<file path="config.mk">
export PLATFORM = sky130hd
export DESIGN_NAME = seq_bit_serializer_flat
export DESIGN_NICKNAME = d
export VERILOG_FILES = /design/src/rtl/seq_bit_serializer_if.sv /design/src/rtl/seq_bit_serializer.sv /design/src/flat_wrapper.sv
export SDC_FILE = /design/constraint.sdc
export NUM_CORES = 1
export LEC_CHECK = 0
export BUFFER_PORTS_ARGS = -buffer_cell sky130_fd_sc_hd__clkbuf_2
export CAP_MARGIN = 20
export CORE_MARGIN = 3
export CORE_UTILIZATION = 49
export CTS_BUF_LIST = sky130_fd_sc_hd__clkbuf_16
export DETAILED_ROUTE_END_ITERATION = 16
export MAX_ROUTING_LAYER = met4
export PLACE_DENSITY = 0.79
export SLEW_MARGIN = 30
export SYNTH_ARGS = -nofsm -noshare
export SYNTH_HDL_FRONTEND = slang
export SYNTH_SLANG_ARGS = --single-unit
</file>
<file path="constraint.sdc">
create_clock -name clk -period 1.7 [get_ports clk]
set_input_delay 0.34 -clock clk [delete_from_list [all_inputs] [get_ports clk]]
set_output_delay 0.34 -clock clk [all_outputs]
set_load 0.02 [all_outputs]
</file>
<file path="src/rtl/seq_bit_serializer_if.sv">
// -----------------------------------------------------------------------------
// seq_bit_serializer_if
//
// Purpose:
//   Groups the word handshake and the serial-stream outputs of
//   seq_bit_serializer into one bundle. Clock and reset are kept outside the
//   interface as plain ports on the design.
//
// Signals:
//   din        [WIDTH-1:0]  parallel word to serialize
//   din_valid               din holds a word
//   din_ready               serializer can accept a word this cycle
//   x                       serial bit to the downstream detector
//   x_valid                 x carries a data bit this cycle
//   done                    pulse while the last bit of a word is on x
//   busy                    serializer is not idle
//
// Modports:
//   master : the word producer (drives din/din_valid, observes the rest)
//   slave  : the serializer itself
// -----------------------------------------------------------------------------
interface seq_bit_serializer_if #(
  parameter int WIDTH = 8
);

  logic [WIDTH-1:0] din;
  logic             din_valid;
  logic             din_ready;
  logic             x;
  logic             x_valid;
  logic             done;
  logic             busy;

  modport master (
    output din,
    output din_valid,
    input  din_ready,
    input  x,
    input  x_valid,
    input  done,
    input  busy
  );

  modport slave (
    input  din,
    input  din_valid,
    output din_ready,
    output x,
    output x_valid,
    output done,
    output busy
  );

endinterface : seq_bit_serializer_if

</file>
<file path="src/rtl/seq_bit_serializer.sv">
// -----------------------------------------------------------------------------
// seq_bit_serializer
//
// Purpose:
//   Parallel-to-serial front end for the serial bit-stream sequence detectors.
//   Accepts WIDTH-bit words over a valid/ready handshake and emits them one bit
//   per clock on x. While no word is in flight x is held at 0 so the detector
//   downstream falls back to its idle state.
//
//   A word accepted at edge k is on x during cycles k+1 .. k+WIDTH, with
//   x_valid high throughout and done high in the last of those cycles.
//
// Parameters:
//   WIDTH      word width in bits (WIDTH >= 2)
//   MSB_FIRST  1: din[WIDTH-1] leaves first, 0: din[0] leaves first
//
// Ports:
//   clk  rising-edge clock for every flop
//   rst  synchronous, active-high reset
//   bus  seq_bit_serializer_if.slave (din, din_valid, din_ready, x, x_valid,
//        done, busy)
//
// Build option:
//   SER_GAP_EN  when defined, every word is followed by exactly one GAP cycle
//               with x=0 / x_valid=0, so runs of 1s never span two words.
//               din_ready is then low for the whole SHIFT phase and high in
//               GAP and IDLE. When undefined, words can be back-to-back with
//               no idle cycle between them.
// -----------------------------------------------------------------------------
module seq_bit_serializer #(
  parameter int WIDTH     = 8,
  parameter bit MSB_FIRST = 1'b1
) (
  input  logic                  clk,
  input  logic                  rst,
  seq_bit_serializer_if.slave   bus
);

  // ---------------------------------------------------------------------------
  // Constants
  // ---------------------------------------------------------------------------
  localparam int                 CNT_W    = (WIDTH > 1) ? $clog2(WIDTH) : 1;
  localparam logic [CNT_W-1:0]   LAST_CNT = CNT_W'(WIDTH - 1);

  localparam logic [1:0] ST_IDLE  = 2'd0;
  localparam logic [1:0] ST_SHIFT = 2'd1;
`ifdef SER_GAP_EN
  localparam logic [1:0] ST_GAP   = 2'd2;
`endif

  // ---------------------------------------------------------------------------
  // State
  // ---------------------------------------------------------------------------
  logic [1:0]       r_state;
  logic [WIDTH-1:0] r_shift;    // bits of the current word not yet on x
  logic [CNT_W-1:0] r_cnt;      // index of the bit currently on x
  logic             r_x;
  logic             r_x_valid;
  logic             r_done;

  // ---------------------------------------------------------------------------
  // Combinational decode
  // ---------------------------------------------------------------------------
  logic             w_last;
  logic             w_din_ready;
  logic             w_xfer;
  logic             w_first_bit;
  logic [WIDTH-1:0] w_load_shift;
  logic             w_next_bit;
  logic [WIDTH-1:0] w_adv_shift;
  logic [CNT_W-1:0] w_cnt_inc;

  logic [1:0]       w_state_nxt;
  logic [WIDTH-1:0] w_shift_nxt;
  logic [CNT_W-1:0] w_cnt_nxt;
  logic             w_x_nxt;
  logic             w_x_valid_nxt;
  logic             w_done_nxt;

  assign w_last    = (r_cnt == LAST_CNT);
  assign w_cnt_inc = r_cnt + CNT_W'(1);

  // The first bit goes straight from din to the x register at the load edge;
  // the shift register keeps only the bits still to come, aligned so the next
  // one always sits at the output end.
  assign w_first_bit  = MSB_FIRST ? bus.din[WIDTH-1] : bus.din[0];
  assign w_load_shift = MSB_FIRST ? (bus.din << 1)   : (bus.din >> 1);
  assign w_next_bit   = MSB_FIRST ? r_shift[WIDTH-1] : r_shift[0];
  assign w_adv_shift  = MSB_FIRST ? (r_shift << 1)   : (r_shift >> 1);

  // NOTE: every signal written in an always_comb block gets a default at the
  // top, so no path through the case statements can infer a latch.
  always_comb begin
    w_din_ready = 1'b0;
    case (r_state)
      ST_IDLE:  w_din_ready = 1'b1;
`ifdef SER_GAP_EN
      ST_SHIFT: w_din_ready = 1'b0;
      ST_GAP:   w_din_ready = 1'b1;
`else
      // Ready on the last-bit cycle so the next word follows with no bubble.
      ST_SHIFT: w_din_ready = w_last;
`endif
      default:  w_din_ready = 1'b0;
    endcase
  end

  assign w_xfer = bus.din_valid && w_din_ready;

  // Next-state and next-output logic. x/x_valid/done default to the idle
  // values; only a load or an in-word advance drives them otherwise.
  always_comb begin
    w_state_nxt   = r_state;
    w_shift_nxt   = r_shift;
    w_cnt_nxt     = r_cnt;
    w_x_nxt       = 1'b0;
    w_x_valid_nxt = 1'b0;
    w_done_nxt    = 1'b0;

    if (w_xfer) begin
      // A transfer can only happen in a state where din_ready is high, so it
      // always starts a fresh word regardless of where it came from.
      w_state_nxt   = ST_SHIFT;
      w_shift_nxt   = w_load_shift;
      w_cnt_nxt     = '0;
      w_x_nxt       = w_first_bit;
      w_x_valid_nxt = 1'b1;
      w_done_nxt    = (LAST_CNT == '0);
    end else begin
      case (r_state)
        ST_SHIFT: begin
          if (!w_last) begin
            w_shift_nxt   = w_adv_shift;
            w_cnt_nxt     = w_cnt_inc;
            w_x_nxt       = w_next_bit;
            w_x_valid_nxt = 1'b1;
            // done rides along with the bit whose index is WIDTH-1.
            w_done_nxt    = (w_cnt_inc == LAST_CNT);
          end else begin
`ifdef SER_GAP_EN
            w_state_nxt = ST_GAP;
`else
            w_state_nxt = ST_IDLE;
`endif
          end
        end
`ifdef SER_GAP_EN
        ST_GAP:   w_state_nxt = ST_IDLE;
`endif
        ST_IDLE:  w_state_nxt = ST_IDLE;
        default:  w_state_nxt = ST_IDLE;
      endcase
    end
  end

  // ---------------------------------------------------------------------------
  // Registers
  // ---------------------------------------------------------------------------
  // NOTE: sequential state is updated with non-blocking assignments only, so
  // every flop samples the values from before the edge.
  always_ff @(posedge clk) begin
    if (rst) begin
      // NOTE: the shift register is reset along with the control state so the
      // block comes up with a fully known datapath; it is only a few flops.
      r_state   <= ST_IDLE;
      r_shift   <= '0;
      r_cnt     <= '0;
      r_x       <= 1'b0;
      r_x_valid <= 1'b0;
      r_done    <= 1'b0;
    end else begin
      r_state   <= w_state_nxt;
      r_shift   <= w_shift_nxt;
      r_cnt     <= w_cnt_nxt;
      r_x       <= w_x_nxt;
      r_x_valid <= w_x_valid_nxt;
      r_done    <= w_done_nxt;
    end
  end

  // ---------------------------------------------------------------------------
  // Outputs
  // ---------------------------------------------------------------------------
  assign bus.din_ready = w_din_ready;
  assign bus.x         = r_x;
  assign bus.x_valid   = r_x_valid;
  assign bus.done      = r_done;
  assign bus.busy      = (r_state != ST_IDLE);

endmodule : seq_bit_serializer

</file>
<file path="src/flat_wrapper.sv">
// flat-port wrapper written by rule: the top's interface ports become plain ports
module seq_bit_serializer_flat 
#(
  parameter int WIDTH     = 8,
  parameter bit MSB_FIRST = 1'b1
)
  (clk, rst, bus_din, bus_din_valid, bus_din_ready, bus_x, bus_x_valid, bus_done, bus_busy);
  seq_bit_serializer_if #(.WIDTH(WIDTH)) bus_i ();
  input  logic clk;
  input  logic rst;
  input wire logic [$bits(bus_i.din)-1:0] bus_din;
  input wire logic [$bits(bus_i.din_valid)-1:0] bus_din_valid;
  output wire logic [$bits(bus_i.din_ready)-1:0] bus_din_ready;
  output wire logic [$bits(bus_i.x)-1:0] bus_x;
  output wire logic [$bits(bus_i.x_valid)-1:0] bus_x_valid;
  output wire logic [$bits(bus_i.done)-1:0] bus_done;
  output wire logic [$bits(bus_i.busy)-1:0] bus_busy;
  assign bus_i.din = bus_din;
  assign bus_i.din_valid = bus_din_valid;
  assign bus_din_ready = bus_i.din_ready;
  assign bus_x = bus_i.x;
  assign bus_x_valid = bus_i.x_valid;
  assign bus_done = bus_i.done;
  assign bus_busy = bus_i.busy;
  seq_bit_serializer #(.WIDTH(WIDTH), .MSB_FIRST(MSB_FIRST)) u_core (.clk(clk), .rst(rst), .bus(bus_i));
endmodule
</file>
==> results.yml <==
outcome:
  status: "completed"
worst_hold_path:
  hp-class: "in -> reg"
  holdPathStages: 3
  hold_path.startpoint: "bus_din[7]"
  hold_path_end: "u_core.bus.x"
floorplan:
  design.core.area_um2: 1170
  die_area_um2: 1810
  boundaryPins: 16
  initial_core_util: 0.559
  die_height_um: 42.5
  fp-row-count: 12
  fp.dieW_um: 42.5
pwr:
  switching_share: 0.225
  p_clk_frac: 0.489
  powerDensity_nw_per_um2: 1130
  intPower_uw: 709
  p_leak_nw: 0.362
  finalPower_uw: 916
  net-switching-power_uw: 206
  p_seq_frac: 0.393
  p_comb_frac: 0.118
  ir_drop_uv: 803
logic_synthesis:
  yosys.area_share.adder: 0.0574
  ys_ff_latch: 14
  avgSynthCellArea_um2: 10.7
  synth_top_family_by_area: "simple AND/OR/NAND/NOR gates"
  synth_top_cell_by_area: "dfxtp_1"
  synthCells: 61
  yosys.area_share.simple: 0.172
  synth_warnings: 0
  netlist_top_cells_area: "dfxtp_1 43%, a211oi_2 11%, mux2i_1 11%"
  synth.distinct_cells: 19
  synth_compound_area_frac: 0.163
  synth.area.mux_share: 0.107
  ys_seq_area_frac: 0.428
  syn_nets: 75
  syn-cell-area_um2: 654
  synthXorXnorAreaFrac: 0
  synth_top_area_frac: 0.428
critical_path:
  timing.rr.start: "u_core.r_cnt[1]"
  worstPathCellList: "ha_1 > ha_2 > nor2b_4 > inv_6 > clkbuf_4"
  reg2reg_depth: 6
  crit_fanout: 3
  cp_slowest_cell: "dfxtp_1"
  cp-end-kind: "output pin"
  worstReg2RegEnd: "u_core.r_cnt[0]"
  cp.required_ns: 1.36
  startpoint: "u_core.r_cnt[1]"
  startpoint_type: "register"
  cp.arrival_ns: 1.29
  reg2reg_slack_ns: 0.26
  cpPeakStageDelay_ns: 0.33
  crit_type: "reg -> out"
clock_tree:
  clk_path_buf_depth: 2
  cts_tree: "done"
  root_buffer: "clkbuf_16"
  clk_latency_ns: 0.24
  cts_buffers: 3
  cts_sinks: 14
  htreeDepth: 1
  cts.clk_slew.worst_paths_ns: 0.05
global_route:
  gr-total-overflow: 0
  gr-usage-all-layers: 0.153
  met2_usage: 0.216
  grt_max_degree: 17
  grtUsageMet3: 0.0773
  grt_pass1_wl_um: 1920
  busiest_layer: "met2"
  antenna_found_initial: 0
  grt_pass1_vias: 455
  grt_use_met1: 0.161
finish:
  register_area_um2: 280
  fin_area_um2: 811
  drive_gt1_frac: 0.449
  final_nets: 93
  fillCellCount: 93
  final_cell_mix: "14 x clkbuf_2, 14 x dfxtp_1, 9 x nor2_1, 7 x mux2i_1, 6 x a211oi_2"
  n_antenna_cell: 0
  multi_input_area_um2: 329
  area_growth_pct: 23.9
sta:
  finalSetupViolations: 0
  tightest_slew_ns: 0.390
  finClkSkew_ns: 0.00470
  period_needed_ns: 1.63
  slew_headroom: 0.740
  hold_viol: 0
  fmax_ghz: 0.612
  rsz0062_at_grt: "false"
  setup_slack_ns: 0.0660
  finalCritPeriodShare: 0.961
  setup_tns_ns: 0
  timing.final.max_slew_violations: 0
detailed_routing:
  avgViaCountPerCell: 5.12
  vias: 471
  wl_per_cell_um: 12.3
  firstDrtPassIters: 3
  drc: 0
  first_iter_violations: 5
  postRouteAntennaNets: 0
  totalWireLength_um: 1130
placed_design:
  portBuffers: 15
  placed_area_um2: 719
  dpl.hpwl_um: 736
  place_congestion: 0.733
  pre_cts_slack_ns: 0.214
flow_run:
  drv_cap: 0
cells by family (layout without fill, tap and decap cells):
group,after synthesis,after routing
flip-flops,14,14
multiplexers,7,7
adder cells (fa/ha/maj),3,3
AND/OR/NAND/NOR,21,21
AO/OA/AOI/OAI,10,10
buffers and inverters,6,23
worst max path at each step:
stage,end,slack [ns],depth (start not counted)
floorplan,bus_din_ready,0.25,6
global placement,bus_din_ready,0.25,5
detailed placement,bus_din_ready,0.21,5
CTS,bus_din_ready,0.02,5
global route,bus_din_ready,0.01,5
finish,bus_din_ready,0.07,5
through the flow:
step | cells | hold slack (ns) | utilization
global route | 92 | 0.384 | 0.692
floorplan | 61 | 0.405 | -
global placement | 87 | 0.442 | 0.614
detailed placement | 87 | 0.450 | 0.614
CTS | 92 | 0.361 | 0.690
finish | 92 | 0.358 | 0.692
cell usage after synthesis:
| cell | n |
|---|---|
| a211oi_2 | 6 |
| a21oi_1 | 1 |
| a21oi_2 | 3 |
| buf_2 | 1 |
| buf_4 | 1 |
| buf_6 | 2 |
| dfxtp_1 | 14 |
| ha_1 | 3 |
| inv_2 | 1 |
| inv_6 | 1 |
| mux2i_1 | 7 |
| nand2_1 | 4 |
| nand2b_1 | 1 |
| nand3_1 | 1 |
| nand3b_2 | 2 |
| nor2_1 | 9 |
| nor2b_4 | 1 |
| nor3_1 | 2 |
| or3_1 | 1 |
flip-flops by register name, indices dropped and copies added (netlist names):
register	cells
u_core.bus.x_valid	1
u_core.bus.x	1
u_core.r_shift	7
u_core.r_cnt	3
u_core.bus.done	1
u_core.r_state	1
power groups by stage:
stage | registers [mW] | clock network (mW) | logic, mW
floorplan | 0.370 | 0 | 0.0780
global placement | 0.365 | 0 | 0.103
detailed placement | 0.366 | 0 | 0.106
CTS | 0.360 | 0.453 | 0.110
global route | 0.362 | 0.464 | 0.119
finish | 0.360 | 0.448 | 0.108
per-layer routing:
metal	part of all wire	wire, µm
met2	0.46	516
met4	0.032	36
met5	0	0
met3	0.076	86
met1	0.43	487
timing repair:
item / 4_1_cts / 5_1_grt
setup endpoints to repair: 1 / 1
pin swaps: 0 / 0
gates resized for setup: 1 / 1
hold buffers: 0 / 0
buffers inserted: 1 / 0
critical path, delay by kind of cell (launching register included):
family / cells / cell delay [ns]
fa+ha+maj: 2 / 0.37
simple gates: 1 / 0.15
buf+inv: 2 / 0.19
flops: 1 / 0.33
cell type report:
cell class,instances,area share
clock inverters,1,0.00463
inverters,2,0.0154
flip-flops and latches,14,0.346
repair buffers,17,0.114
clock buffers,3,0.0926
multi-input cells,41,0.406
well taps,14,0.0216
No activity file was read; power rests on OpenSTA's default activity.
